`src/rtl/add_seq_ctrl_pkg.sv`:
```
// Shared state encoding and sizing helpers for the sequential slice adder.
package add_seq_ctrl_pkg;

   typedef enum logic [1:0] {
      ST_IDLE = 2'd0,
      ST_RUN  = 2'd1,
      ST_DONE = 2'd2
   } state_e;

   // Step counter needs at least one bit even when a single slice pass suffices.
   function automatic int cnt_width(input int steps);
      return (steps > 1) ? $clog2(steps) : 1;
   endfunction

endpackage

```
`src/rtl/add2_slice.sv`:
```
// Combinational 2-bit ripple adder built from two gate-level full adders.
// No latency, no handshake.
module add2_slice (
   output logic       co,
   output logic [1:0] s,
   input  logic [1:0] a,
   input  logic [1:0] b,
   input  logic       ci
);

   logic       c1;
   logic [1:0] axb;
   logic [1:0] gen;
   logic [1:0] prop;

   xor u_x0 (axb[0], a[0], b[0]);
   xor u_s0 (s[0], axb[0], ci);
   and u_g0 (gen[0], a[0], b[0]);
   and u_p0 (prop[0], axb[0], ci);
   or  u_c0 (c1, gen[0], prop[0]);

   xor u_x1 (axb[1], a[1], b[1]);
   xor u_s1 (s[1], axb[1], c1);
   and u_g1 (gen[1], a[1], b[1]);
   and u_p1 (prop[1], axb[1], c1);
   or  u_c1 (co, gen[1], prop[1]);

endmodule

```
`src/rtl/add_seq_ctrl.sv`:
```
// WIDTH-bit add computed two bits per cycle through one shared add2_slice; one add in flight.
// Result valid WIDTH/2 cycles after request handshake; held stable in DONE until rsp_ready.
module add_seq_ctrl
   import add_seq_ctrl_pkg::*;
#(
   parameter int WIDTH = 8
) (
   input  logic             clk,
   input  logic             rst_n,
   input  logic             req_valid,
   output logic             req_ready,
   input  logic [WIDTH-1:0] a,
   input  logic [WIDTH-1:0] b,
   input  logic             cin,
   output logic             rsp_valid,
   input  logic             rsp_ready,
   output logic [WIDTH-1:0] sum,
   output logic             cout,
   output logic             busy
);

   localparam int STEPS = WIDTH / 2;
   localparam int CW    = cnt_width(STEPS);
   localparam logic [CW-1:0] LAST = CW'(STEPS - 1);

   state_e           state_q, state_d;
   logic [WIDTH-1:0] a_sh_q, a_sh_d;
   logic [WIDTH-1:0] b_sh_q, b_sh_d;
   logic [WIDTH-1:0] sum_sh_q, sum_sh_d;
   logic             carry_q, carry_d;
   logic [CW-1:0]    cnt_q, cnt_d;

   logic             slice_co;
   logic [1:0]       slice_s;
   logic [WIDTH-1:0] sum_shift;

   add2_slice u_slice (
      .co (slice_co),
      .s  (slice_s),
      .a  (a_sh_q[1:0]),
      .b  (b_sh_q[1:0]),
      .ci (carry_q)
   );

   // Each new digit enters at the top so the LS digit lands at bit 0 after the last step.
   generate
      if (WIDTH == 2) begin : g_narrow
         assign sum_shift = slice_s;
      end else begin : g_wide
         assign sum_shift = {slice_s, sum_sh_q[WIDTH-1:2]};
      end
   endgenerate

   always_comb begin
      state_d  = state_q;
      a_sh_d   = a_sh_q;
      b_sh_d   = b_sh_q;
      sum_sh_d = sum_sh_q;
      carry_d  = carry_q;
      cnt_d    = cnt_q;
      case (state_q)
         ST_IDLE: begin
            if (req_valid) begin
               a_sh_d   = a;
               b_sh_d   = b;
               carry_d  = cin;
               cnt_d    = '0;
               sum_sh_d = '0;
               state_d  = ST_RUN;
            end
         end
         ST_RUN: begin
            a_sh_d   = a_sh_q >> 2;
            b_sh_d   = b_sh_q >> 2;
            sum_sh_d = sum_shift;
            carry_d  = slice_co;
            cnt_d    = cnt_q + CW'(1);
            if (cnt_q == LAST) begin
               state_d = ST_DONE;
            end
         end
         ST_DONE: begin
            if (rsp_ready) begin
               state_d = ST_IDLE;
            end
         end
         default: state_d = ST_IDLE;
      endcase
   end

   always_ff @(posedge clk or negedge rst_n) begin
      if (!rst_n) begin
         state_q  <= ST_IDLE;
         a_sh_q   <= '0;
         b_sh_q   <= '0;
         sum_sh_q <= '0;
         carry_q  <= 1'b0;
         cnt_q    <= '0;
      end else begin
         state_q  <= state_d;
         a_sh_q   <= a_sh_d;
         b_sh_q   <= b_sh_d;
         sum_sh_q <= sum_sh_d;
         carry_q  <= carry_d;
         cnt_q    <= cnt_d;
      end
   end

   assign req_ready = (state_q == ST_IDLE);
   assign rsp_valid = (state_q == ST_DONE);
   assign busy      = (state_q == ST_RUN) || (state_q == ST_DONE);
   assign sum       = sum_sh_q;
   assign cout      = carry_q;

endmodule
```
`config.mk`:
```
export PLATFORM = sky130hd
export DESIGN_NAME = add_seq_ctrl
export DESIGN_NICKNAME = d
export VERILOG_FILES = /design/src/rtl/add_seq_ctrl_pkg.sv /design/src/rtl/add2_slice.sv /design/src/rtl/add_seq_ctrl.sv
export SDC_FILE = /design/constraint.sdc
export NUM_CORES = 1
export LEC_CHECK = 0
export CORE_ASPECT_RATIO = 0.8
export CORE_MARGIN = 10
export CORE_UTILIZATION = 52
export DETAILED_ROUTE_END_ITERATION = 10
export HOLD_SLACK_MARGIN = 0.12
export MAX_ROUTING_LAYER = met4
export PLACE_DENSITY_LB_ADDON = 0.3
export SYNTH_ARGS = -nofsm -noshare
export SYNTH_HDL_FRONTEND = slang
export SYNTH_SLANG_ARGS = --single-unit
```
`constraint.sdc`:
```
create_clock -name clk -period 2.6 [get_ports clk]
set_input_delay 0.78 -clock clk [delete_from_list [all_inputs] [get_ports clk]]
set_output_delay 0.78 -clock clk [all_outputs]
set_load 0.02 [all_outputs]
```
## Word-level counts from Yosys, hierarchy flattened

Cells that the tools add are included.

| storage, ports and cells | value |
|---|---|
| flip-flop bits (word level) | 29 |
| input bits | 21 |
| output and inout port bits | 12 |
| word-level logic and storage cells | 42 |

| cells by class | value |
|---|---|
| add/sub/neg operators | 1 |
| equal/unequal tests | 6 |
| muxes and demuxes | 14 |
| bitwise operators | 10 |
| reductions and logical operators | 5 |

Operator list:

| operator | count |
|---|---|
| 8-bit one-hot mux with 2 select lines | 3 |
| 8-bit two-way mux | 3 |
| 2-bit two-way mux | 4 |
| 2-bit one-hot mux with 3 select lines | 1 |
| 1-bit bitwise AND | 4 |
| 2-bit == test, second input constant | 2 |
| 2-bit != test, second input constant | 2 |
| 2-bit one-hot mux with 2 select lines | 1 |
| 1-bit XOR | 4 |
| 3-bit AND reduction | 1 |
| 2-bit by 1-bit adder with 2-bit output, second input constant | 1 |
| 2-bit by 1-bit == test with 1-bit output, second input constant | 1 |
| 2-bit logical NOT | 1 |
| 2-bit by 1-bit != test with 1-bit output, second input constant | 1 |
| 1-bit bitwise OR | 2 |
| 1-bit one-hot mux with 2 select lines | 1 |
| 2-bit AND reduction | 1 |
| 2-bit nonzero test | 1 |
| 1-bit logical OR | 1 |
| 1-bit two-way mux | 1 |

## Longest topological paths before layout

| logic depth | value |
|---|---|
| word-level depth | 6 |
| mapped depth | 7 |

## By module

From an unflattened synthesis, not the netlist that was laid out.

| second synthesis, totals | value |
|---|---|
| cells, all modules | 126 |
| area, all modules | 1402.6 sq um |

By module, submodules not included:

| module | instances | cells each | area each (sq um) |
|---|---|---|---|
| add_seq_ctrl | 1 | 116 | 1332.5 |
| add2_slice | 1 | 10 | 70.1 |

## Least setup slack after synthesis

No wires, ideal clock.

| timing path | value |
|---|---|
| path type | register to register |
| start point | register carry_q, in the netlist cout |
| end point | register sum_sh_q[7], in the netlist sum[7] |
| data arrival time | 1.526 ns |
| data required time | 2.479 ns |
| setup slack | 0.953 ns |
| stages on the path, launching flop included | 4 |
| cell sequence | dfrtp_1 -> fa_1 -> fa_1 -> a22o_1 |

| on the way | value |
|---|---|
| cells in the longest elaborated chain, start to end | 4 |

Ends and longest elaborated chain:

| item | RTL line | RTL |
|---|---|---|
| start, declared | add_seq_ctrl.sv:30 | `logic carry_q, carry_d;` |
| start signal, assigned | add_seq_ctrl.sv:104 | `carry_q <= carry_d;` |
| 1-bit bitwise AND | add2_slice.sv:19 | `and u_p0 (prop[0], axb[0], ci);` |
| 1-bit bitwise OR | add2_slice.sv:20 | `or u_c0 (c1, gen[0], prop[0]);` |
| 1-bit XOR | add2_slice.sv:23 | `xor u_s1 (s[1], axb[1], c1);` |
| 8-bit one-hot mux with 2 select lines | add_seq_ctrl.sv:61 | `case (state_q)` |
| end signal, assigned | add_seq_ctrl.sv:103 | `sum_sh_q <= sum_sh_d;` |
| end, declared | add_seq_ctrl.sv:29 | `logic [WIDTH-1:0] sum_sh_q, sum_sh_d;` |

No other way between the ends.
A chain may end at the register's enable or synchronous reset.

## Final worst setup path

| timing path | value |
|---|---|
| start point | register state_q[1] |
| end point | output busy |

| on the way | value |
|---|---|
| cells in the longest elaborated chain, start to end | 2 |
| elaborated cells on any way between the ends | 3 |

Ends and longest elaborated chain:

| item | RTL line | RTL |
|---|---|---|
| start, declared | add_seq_ctrl.sv:26 | `state_e state_q, state_d;` |
| start signal, assigned | add_seq_ctrl.sv:100 | `state_q <= state_d;` |
| 2-bit by 1-bit == test with 1-bit output or 2-bit == test (tied branches) | add_seq_ctrl.sv:111 | `assign busy = (state_q == ST_RUN) \|\| (state_q == ST_DONE);` |
| 1-bit logical OR (*) | add_seq_ctrl.sv:111 |  |
| end, declared | add_seq_ctrl.sv:19 | `output logic busy` |

Mark *: on every way between the ends. The rest lies on a longest branch, timed or not.

==> results.env <==
GRT_MAX_DEGREE=38
TIGHTEST_SLEW_PS=500
GLOBALROUTE.TOTALOVERFLOW=0
TRITONCTS='yes'
DPL_CELL_AREA_MM2=0.00174
MAX-CAP-VIOLATIONS=0
CRIT_PATH_START_KIND='register'
NUM_VIAS=1024
TIMING.CRITICAL_PATH.REQUIRED_PS=1820
HOLD_CLASS='register to register'
DRT-VIAS-PER-INSTANCE=5.36
POST_CTS_HOLD_BUFFER_COUNT=0
P_CLK_SHARE_PCT=10.8
POWER_REPORT.INTERNAL_TOTAL_mW=1.40
MAXSLEWHEADROOM_PCT=66.7
POST_CTS_RESIZE_COUNT=0
FP-ROW-COUNT=16
YS.WARNINGS.COUNT=0
COMBINATIONALPOWERSHARE_PCT=55.2
SYNTHESIS.AREA_PER_INSTANCE_UM2=11.9
POWER_SWITCHING_SHARE_PCT=41.0
CLOCK.FMAX_GHz=0.401
YOSYSSEQAREASHARE_PCT=52.2
NUMCTSBUFFERS=5
FIN_NETS=181
ANTENNA_VIOLATIONS_BEFORE_REPAIR=0
SKEW_PS=3.47
SETUP_VIOL=0
STATUS='finished clean'
HPWL_UM=2260
TIMING.FINAL.CRIT_SHARE_PCT=95.9
STATIC-LEAKAGE-POWER_nW=0.804
SYN-INSTANCE-COUNT=117
AREA_GROWTH_SYN_TO_LAYOUT_PCT=28.5
NUM_ANTENNA_CELLS=0
TOP_LEVEL_PORTS=33
DIEHEIGHT_UM=66.3
HOLDCRITSTARTPOINT='a_sh_q[4]'
ROUTE.DETAILED.WL_PER_INST_UM=16.0
ARRIVAL_PS=1710
MINIMUM_CLOCK_PERIOD_AFTER_LAYOUT_PS=2490
CHIPWIDTH_UM=77.8
DIE_AREA_MM2=0.00516
POSTSYNTHNETCOUNT=144
CTS.REPAIR_TIMING.SETUP_BUFFER_COUNT=0
CLOCK_INSERTION_DELAY_WORST_SKEW_PS=330
YOSYSUNIQUECELLTYPES=24
FP.COREAREA_MM2=0.00250
CRIT_PATH_START='state_q[1]'
ROUTABILITYCONGESTION=0.816
DETAIL_ROUTE.ITER0.VIOLATIONS=85
WORST-SETUP-PATH-TYPE='register to primary output'
SWITCHING_POWER_mW=0.972
SYN_AREA_MM2=0.00139
CTS.SINKS=29
INITIAL_UTILIZATION_PCT=55.6
CRITICAL_PATH.ENDPOINT_TYPE='primary output'
PORT_BUFFERS=32
DRIVE_GT1_SHARE_PCT=9.68
TIMING.FINAL.HOLD_VIOLATIONS=0
NUMBER_OF_DESIGN_RULE_VIOLATIONS_LEFT_AFTER_DETAIL_ROUTING=0
FIN_AREA_MM2=0.00179
DRT_WL_TOTAL_UM=3050
P_TOTAL_mW=2.37
GRTUSAGETOTAL_PCT=13.0
GRT_SETUP_UNREPAIRED='false'
IRDROPWORSTVDD_mV=0.627
POWER.DENSITY_CELL_AREA_mW_PER_MM2=1330
FINAL_ANTENNA_NET_COUNT=0
SEQPWRFRAC_PCT=34.0
CTS-ROOT-BUF='clkbuf_4'
WORST-PATH-MAX-FANOUT=3
FINAL_UTIL_PCT=71.5
CTSLONGESTPATHBUFFERS=2
FF_LATCH_COUNT_SYNTH=29
TIMING_MAX_TRANSITION_VIOLATIONS_FINAL=0
REGTOREGSTARTPOINT='state_q[1]'
NUMBER_OF_GLOBAL_ROUTE_VIAS_BEFORE_REPAIR=1066
DRT-PASS1-ITER-COUNT=4
GRT_FIRST_PASS_WIRELENGTH_UM=5100
CLK_PIN_SLEW_WORST_PATHS_PS=80
SETUP_TNS_PS=0
H_TREE_LEVEL_COUNT=2
==> kinds of logic (layout without fill, tap and decap cells) <==
family / count (synthesis) / in the layout / synth area share (%)
and+or+nand+nor: 26 / 26 / 9.17
muxes: 16 / 16 / 12.9
adders and majority gates: 6 / 6 / 6.48
buffers and inverters: 9 / 47 / 5.13
AOI/OAI and AO/OA: 31 / 31 / 14.2
DFF: 29 / 29 / 52.2
==> sequential cells by signal, summed over array words and instances, names as in the netlist <==
name and cells:
a_sh_q 8, b_sh_q 8, cnt_q 2, cout 1, state_q 2, sum 8
==> cell type report <==
cell class              instances  area [µm²]
clock buffers                   8        48.8
multi-input cells              79         594
well taps                      36        45.0
fillers                       194         714
flip-flops and latches         29         726
repair buffers                 36         363
inverters                       3        11.3
==> metrics by stage <==
step | setup WS, ps | instances | hold slack [ps]
after detailed placement | 419 | 183 | 474
after floorplan | 953 | 117 | 445
after CTS | 116 | 191 | 495
after global routing | 45.0 | 191 | 515
after global placement | 479 | 183 | 466
final | 107 | 191 | 487
==> synth_stat cells <==
| cell | instances | area share, % |
|---|---|---|
| dfrtp_1 | 29 | 52 |
| o21ai_0 | 8 | 2.9 |
| nand2b_1 | 2 | 0.90 |
| and2b_4 | 1 | 0.72 |
| and2b_1 | 1 | 0.54 |
| inv_1 | 2 | 0.54 |
| mux2_2 | 1 | 0.81 |
| mux2i_4 | 1 | 1.6 |
| o21ai_1 | 8 | 2.9 |
| a22o_1 | 9 | 5.7 |
| clkbuf_4 | 1 | 0.54 |
| fa_1 | 2 | 2.9 |
| o211ai_1 | 1 | 0.54 |
| mux2_4 | 1 | 1.1 |
| ha_1 | 4 | 3.6 |
| nor2_4 | 1 | 0.81 |
| nand2_1 | 18 | 4.9 |
| mux2i_1 | 13 | 9.4 |
| buf_6 | 4 | 3.2 |
| inv_2 | 1 | 0.27 |
| buf_4 | 1 | 0.54 |
| nor2b_1 | 2 | 0.90 |
| nand4_1 | 1 | 0.45 |
| a31oi_1 | 5 | 2.2 |
==> critical path, cell delays in order, from the launching register on <==
cell             delay [ps]
dfrtp_1                 420
inv_1                    90
ha_1                    270
clkdlybuf4s50_1         600
==> cells in the final DEF (no fill, tap or decap), drive strengths merged <==
cell            n
o21ai          16
nand2          18
mux2            2
a31oi           5
nand2b          2
buf             4
clkbuf          8
inv             3
a22o            9
nor2            1
nand4           1
ha              4
dfrtp          29
nor2b           2
fa              2
o211ai          1
mux2i          14
clkdlybuf4s50  32
and2b           2
==> metal layers <==
layer  share of wire (%)  up-vias  wire length, µm  track usage (%)
li1                    -      489                -                -
met1                  42      499             1280             13.9
met2                  50       26             1530             20.6
met3                 5.7       10              173             4.89
met4                 2.4        0               73             7.27
met5                   0        -                0                -
==> power groups by stage <==
stage	clock network (mW)	logic [mW]	registers, mW
after floorplan	0	0.922	0.846
after global placement	0	1.26	0.802
after detailed placement	0	1.31	0.815
after CTS	0.257	1.32	0.808
after global routing	0.286	1.43	0.840
final	0.256	1.31	0.807
==> final timing paths <==
path | to | slack [ps] | cells past startpoint
min in group asynchronous | sum[5] | 820 | 2
worst max register to register | state_q[0] | 740 | 5
worst max-delay path | busy | 110 | 3
worst min register to register | a_sh_q[4] | 490 | 2
max in group asynchronous | b_sh_q[4] | 1510 | 2
worst min-delay path | a_sh_q[4] | 490 | 2
(Power assumes the default switching activity.)
